$ cat config.mk
export PLATFORM = sky130hd
export DESIGN_NAME = resp_demux2_tracker
export DESIGN_NICKNAME = d
export VERILOG_FILES = /design/src/rtl/resp_demux_pkg.sv /design/src/rtl/resp_tag_fifo.sv /design/src/rtl/resp_demux2_tracker.sv
export SDC_FILE = /design/constraint.sdc
export NUM_CORES = 1
export LEC_CHECK = 0
export ABC_AREA = 1
export CAP_MARGIN = 20
export CORE_ASPECT_RATIO = 1.1
export CORE_MARGIN = 2
export CORE_UTILIZATION = 50
export DETAILED_ROUTE_END_ITERATION = 10
export DONT_BUFFER_PORTS = 1
export PLACE_DENSITY = 0.77
export SYNTH_ARGS = -nofsm -noshare
export SYNTH_HDL_FRONTEND = slang
export SYNTH_SLANG_ARGS = --single-unit
export TNS_END_PERCENT = 30
$ cat constraint.sdc
create_clock -name clk -period 2.15 [get_ports clk]
set_input_delay 0.3225 -clock clk [delete_from_list [all_inputs] [get_ports clk]]
set_output_delay 0.3225 -clock clk [all_outputs]
set_load 0.05 [all_outputs]
$ cat src/rtl/resp_demux_pkg.sv
// Shared types for the two-channel response demux.
// ch_tag_t identifies the channel that owns an outstanding request:
//   CH0_TAG (0) -> channel 0, CH1_TAG (1) -> channel 1.
package resp_demux_pkg;
  typedef logic ch_tag_t;
  localparam ch_tag_t CH0_TAG = 1'b0;
  localparam ch_tag_t CH1_TAG = 1'b1;
endpackage

$ cat src/rtl/resp_tag_fifo.sv
// In-order tag FIFO, DEPTH x 1 bit, synchronous, async active-low reset.
// Ports:
//   clk, rst_n      : clock, async active-low reset
//   push, wdata     : write wdata at the tail (caller guarantees ~full)
//   pop             : drop the head entry (caller guarantees ~empty)
//   rdata           : head tag, straight from storage
//   full, empty     : decoded from the registered occupancy count
//   count           : occupancy, 0..DEPTH
module resp_tag_fifo
  import resp_demux_pkg::*;
#(
  parameter int DEPTH = 4
) (
  input  logic                   clk,
  input  logic                   rst_n,
  input  logic                   push,
  input  logic                   pop,
  input  ch_tag_t                wdata,
  output ch_tag_t                rdata,
  output logic                   full,
  output logic                   empty,
  output logic [$clog2(DEPTH):0] count
);
  localparam int AW = $clog2(DEPTH);
  localparam int CW = AW + 1;

  logic [DEPTH-1:0] mem;
  logic [AW-1:0]    wr_ptr, rd_ptr;

  assign rdata = mem[rd_ptr];
  assign full  = (count == CW'(DEPTH));
  assign empty = (count == '0);

  // DEPTH is a power of two, so pointers wrap by plain overflow.
  always_ff @(posedge clk or negedge rst_n) begin
    if (!rst_n) begin
      mem    <= '0;
      wr_ptr <= '0;
      rd_ptr <= '0;
      count  <= '0;
    end else begin
      if (push) begin
        mem[wr_ptr] <= wdata;
        wr_ptr      <= wr_ptr + AW'(1);
      end
      if (pop) rd_ptr <= rd_ptr + AW'(1);
      case ({push, pop})
        2'b10:   count <= count + CW'(1);
        2'b01:   count <= count - CW'(1);
        default: count <= count;
      endcase
    end
  end
endmodule

$ cat src/rtl/resp_demux2_tracker.sv
// Response-path tracker for a 2:1 request mux in front of a TCDM-style target.
// Accepted requests push their channel tag into an in-order FIFO; each
// returning response pops the head tag and is steered to that channel.
// Requests are back-pressured when FIFO_DEPTH transactions are outstanding.
// Optional macro RESP_ORPHAN_CHECK_EN adds the sticky resp_orphan_o flag.
// Ports:
//   clk, rst_n                  : clock, async active-low reset
//   data_req_i, data_sel_i      : request and granted channel from the mux
//   data_gnt_o                  : grant back to the mux
//   data_req_o, data_gnt_i      : request to / grant from the target
//   data_r_valid_i, _rdata_i    : response from the target
//   data_r_valid_CHx_o, _rdata  : steered response per channel
//   resp_orphan_o               : (RESP_ORPHAN_CHECK_EN) response seen while empty
module resp_demux2_tracker
  import resp_demux_pkg::*;
#(
  parameter int FIFO_DEPTH = 4,
  parameter int DATA_WIDTH = 32
) (
  input  logic                  clk,
  input  logic                  rst_n,
  input  logic                  data_req_i,
  input  logic                  data_sel_i,
  output logic                  data_gnt_o,
  output logic                  data_req_o,
  input  logic                  data_gnt_i,
  input  logic                  data_r_valid_i,
  input  logic [DATA_WIDTH-1:0] data_r_rdata_i,
  output logic                  data_r_valid_CH0_o,
  output logic [DATA_WIDTH-1:0] data_r_rdata_CH0_o,
  output logic                  data_r_valid_CH1_o,
  output logic [DATA_WIDTH-1:0] data_r_rdata_CH1_o
`ifdef RESP_ORPHAN_CHECK_EN
  ,
  output logic                  resp_orphan_o
`endif
);
  logic    full, empty, push, pop;
  ch_tag_t head;

  // full is registered-only, so the response valid never reaches data_req_o;
  // the cost is that a pop at full cannot admit a push in the same cycle.
  assign data_req_o = data_req_i & ~full;
  assign data_gnt_o = data_gnt_i & ~full;
  assign push       = data_req_i & data_gnt_i & ~full;
  assign pop        = data_r_valid_i & ~empty;

  assign data_r_valid_CH0_o = pop & (head == CH0_TAG);
  assign data_r_valid_CH1_o = pop & (head == CH1_TAG);
  assign data_r_rdata_CH0_o = data_r_rdata_i;
  assign data_r_rdata_CH1_o = data_r_rdata_i;

  resp_tag_fifo #(.DEPTH(FIFO_DEPTH)) u_tag_fifo (
    .clk   (clk),
    .rst_n (rst_n),
    .push  (push),
    .pop   (pop),
    .wdata (ch_tag_t'(data_sel_i)),
    .rdata (head),
    .full  (full),
    .empty (empty),
    .count ()
  );

`ifdef RESP_ORPHAN_CHECK_EN
  always_ff @(posedge clk or negedge rst_n) begin
    if (!rst_n)                       resp_orphan_o <= 1'b0;
    else if (data_r_valid_i && empty) resp_orphan_o <= 1'b1;
  end
`endif
endmodule

==> summary.txt, run 1 <==
==================================================================================================
Status                                                                                finished, final reports clean
Synth Flop Type                                                                       sky130_fd_sc_hd__dfrtp_1
Count of endpoints failing hold in the final timing report                                       0
Placed wire-length estimate after detailed placement                                       1320 um
Total power                                                                                1.16 mW
Drt via density                                                                               5.02
Number of enable-type register cells in the synthesized netlist                                  0
Insertion delay of the later-clocked pin in the worst-skew pair                            0.28 ns
Vias in the first global route                                                                 689
Inserted Diodes                                                                                  0
Antenna violation net count after detailed routing                                               0
Cell type with the highest occurrence count on the critical path                      sky130_fd_sc_hd__nand2_1
Hold path startpoint                                                                  data_r_valid_i
Core region area                                                                       0.00225 mm2
Die outline area                                                                       0.00278 mm2
Reg-to-Reg End                                                                        u_tag_fifo.count[2]
Endpoint with the worst hold slack                                                    u_tag_fifo.rd_ptr[1]
Final TNS setup                                                                               0 ns
Final weighted congestion in routability-driven placement                                    0.676
Nature of the critical path startpoint                                                    register
Shortest period the worst path allows                                                      1.92 ns
Wire length per cell                                                                       12.7 um
Share of layout cells above drive strength 1                                                 13.1%
I/O pin count                                                                                  106
Clock tree from TritonCTS                                                                     done
Die Y-Extent                                                                               55.1 um
Post-synthesis async set-or-reset flop share                                                  100%
Syn nets                                                                                       199
Final worst-path cycle share                                                                 89.4%
Max-cap viol count                                                                               0
Kind of critical path                                                                 register to register
Chip Width                                                                                 50.5 um
CTS H-tree depth                                                                                 1
Layout net count                                                                               144
Leading cell types in the layout, fill and taps excluded                              sky130_fd_sc_hd__nand2_1 (33), sky130_fd_sc_hd__inv_1 (15), sky130_fd_sc_hd__dfrtp_1 (11)
Highest ir drop seen on vdd                                                               0.706 mV
Gr ovfl total                                                                                    0
Overall track demand over capacity in global routing                                         13.1%
# clock sinks                                                                                   11
Count of warnings emitted by yosys                                                               0
Pin count of the biggest net entering global routing                                            13
Synthesized instance count                                                                     155
Effective utilization at floorplan                                                           52.7%
Number of port buffers                                                                           0
Data required time of the worst path                                                       2.32 ns
Post-detailed-route DRC marker count                                                             0
Maximum buffer depth of the clock tree                                                           2
Number of distinct library cells after synthesis                                                17
Worst setup slack for register-to-register paths                                           0.23 ns
Power per cell area                                                                    1460 mW/mm2
Most frequent standard cell in the layout excluding fill and tap cells                sky130_fd_sc_hd__nand2_1
Data arrival time of the critical path                                                     2.09 ns
Antenna violations before repair                                                                 0
Standard-cell row count                                                                         18
Worst slew margin relative to its limit                                                      66.0%
Cell at the slowest stage of the critical path                                        sky130_fd_sc_hd__dfrtp_1
Layout overhead on the synthesized area                                                     -33.2%
Final count of pins violating max slew                                                           0
Clock transition time at the flip-flop clock pins of the worst setup and hold paths        0.08 ns
RSZ-0062 raised after global routing                                                            no
Sequential share of the synthesized area                                                     23.2%
Mapped Avg Cell Area                                                                      7.66 um2
Wire length of the first global-routing pass                                               2750 um
Cell breakdown of the critical path                                                   nor2_2 > nand2_2 > nand2_1 > ha_1 > inv_1 > fa_1 > nand2_1 > nand3_1 > nand2_1 > nand2_1
Critical path's largest stage delay                                                        0.40 ns
Leakage power figure                                                                      0.439 nW
Max FO, Critical Path                                                                           12
WP buf/inv                                                                                       1
Measured slew at the worst slew-check pin                                                 0.508 ns
Skew final                                                                              0.00832 ns
Worst slack on hold paths                                                                 0.179 ns
Root buffer cell                                                                      sky130_fd_sc_hd__clkbuf_4
Number of vias after detailed routing                                                          647
Launching point of the worst reg2reg path                                             u_tag_fifo.count[1]
Number of synthesized register bits                                                             11
Type of destination of the critical path                                                  register
Combined area of all synthesized cells                                                 0.00119 mm2
Reg2reg path depth                                                                              10
Routed wire length                                                                         1640 um
Type of the worst min-delay path                                                      input port to register
Total of endpoints with negative setup slack in the final report                                 0
Length of the first detailed-routing pass in iterations                                          4
Total number of cells along the worst setup path                                                10
Number of CTS-inserted buffers                                                                   3
Worst hold path cell count                                                                       2
Post-route core utilization                                                                  35.2%
Cell family with most CP delay                                                        simple AND/OR/NAND/NOR gates
Maximum frequency from static timing analysis                                              520 MHz
Initial DRC Count                                                                               12
==================================================================================================
[flip-flops by register name (all words and copies together) (netlist names)]
name	flops
u_tag_fifo.rd_ptr	2
u_tag_fifo.mem	4
u_tag_fifo.count	3
u_tag_fifo.wr_ptr	2
[per-layer routing]
metal / wire length, um / vias up / track usage, %
li1: - / 299 / -
met3: 160 / 21 / 4.30
met5: 0 / - / 0
met2: 796 / 37 / 23.7
met4: 96 / 0 / 12.2
met1: 585 / 290 / 12.0
[logic make-up after synthesis]
kind of cell | after synthesis | share of synthesized area [%]
AO/OA/AOI/OAI | 2 | 0.842
XOR/XNOR | 1 | 0.738
adder cells (fa/ha/maj) | 6 | 6.95
buffers and inverters | 81 | 47.3
flip-flops | 11 | 23.2
AND/OR/NAND/NOR | 54 | 21.0
[cell usage after synthesis, types with 3 or more instances]
cell type,instances,area [um2]
sky130_fd_sc_hd__nand4_1,5,31.3
sky130_fd_sc_hd__nand3_1,8,40.0
sky130_fd_sc_hd__buf_4,64,480
sky130_fd_sc_hd__nand3_2,3,30.0
sky130_fd_sc_hd__ha_1,5,62.6
sky130_fd_sc_hd__dfrtp_1,11,275
sky130_fd_sc_hd__inv_1,15,56.3
sky130_fd_sc_hd__nor2_1,3,11.3
sky130_fd_sc_hd__nand2_1,33,124
[power by group]
| group | switching (mW) | total (mW) | leakage, nW | internal, mW |
|---|---|---|---|---|
| registers | 0.0911 | 0.401 | 0.136 | 0.309 |
| logic | 0.397 | 0.608 | 0.289 | 0.212 |
| clock network | 0.0788 | 0.151 | 0.0150 | 0.0721 |
[metrics by stage]
step                setup slack, ns  cell area, um2  std cells
floorplan                     0.445            1190        155
global placement              0.366             757        124
detailed placement            0.239             757        124
CTS                           0.245             793        129
global route                 0.0873             793        129
finish                        0.227             793        129
[area by class of cell]
cell class | count | area, um2
Fill cell | 250 | 1460
Clock buffer | 4 | 26.3
Inverter | 15 | 56.3
Sequential cell | 11 | 275
Multi-Input combinational cell | 63 | 350
Timing Repair Buffer | 6 | 47.5
Tap cell | 30 | 37.5
[worst max path at each step]
stage                                      to                 from  slack [ns]
after global routing      u_tag_fifo.count[2]  u_tag_fifo.count[1]        0.09
after detailed placement  u_tag_fifo.count[2]  u_tag_fifo.count[1]        0.24
final                     u_tag_fifo.count[2]  u_tag_fifo.count[1]        0.23
after CTS                 u_tag_fifo.count[2]  u_tag_fifo.count[1]        0.24
after floorplan            data_r_valid_CH0_o  u_tag_fifo.count[0]        0.45
after global placement    u_tag_fifo.count[1]  u_tag_fifo.count[0]        0.37
[what timing repair did]
action	4_1_cts	5_1_grt
endpoints found under the setup margin	0	0
hold buffers	1	0
gates resized for setup	0	0
endpoints found under the hold margin	11	0
setup buffers	0	0
No activity file was read; power rests on OpenSTA's default activity.
==> run 2: changes to the inputs <==
==> constraint.sdc (replaced) <==
create_clock -name clk -period 2.15 [get_ports clk]
set_input_delay 0.43 -clock clk [delete_from_list [all_inputs] [get_ports clk]]
set_output_delay 0.43 -clock clk [all_outputs]
set_load 0.05 [all_outputs]
==> results of run 2 <==
The final DEF is identical to that of run 1. Status: finished, final reports clean.
Among the figures that moved: hold slack 0.179 ns -> 0.287 ns
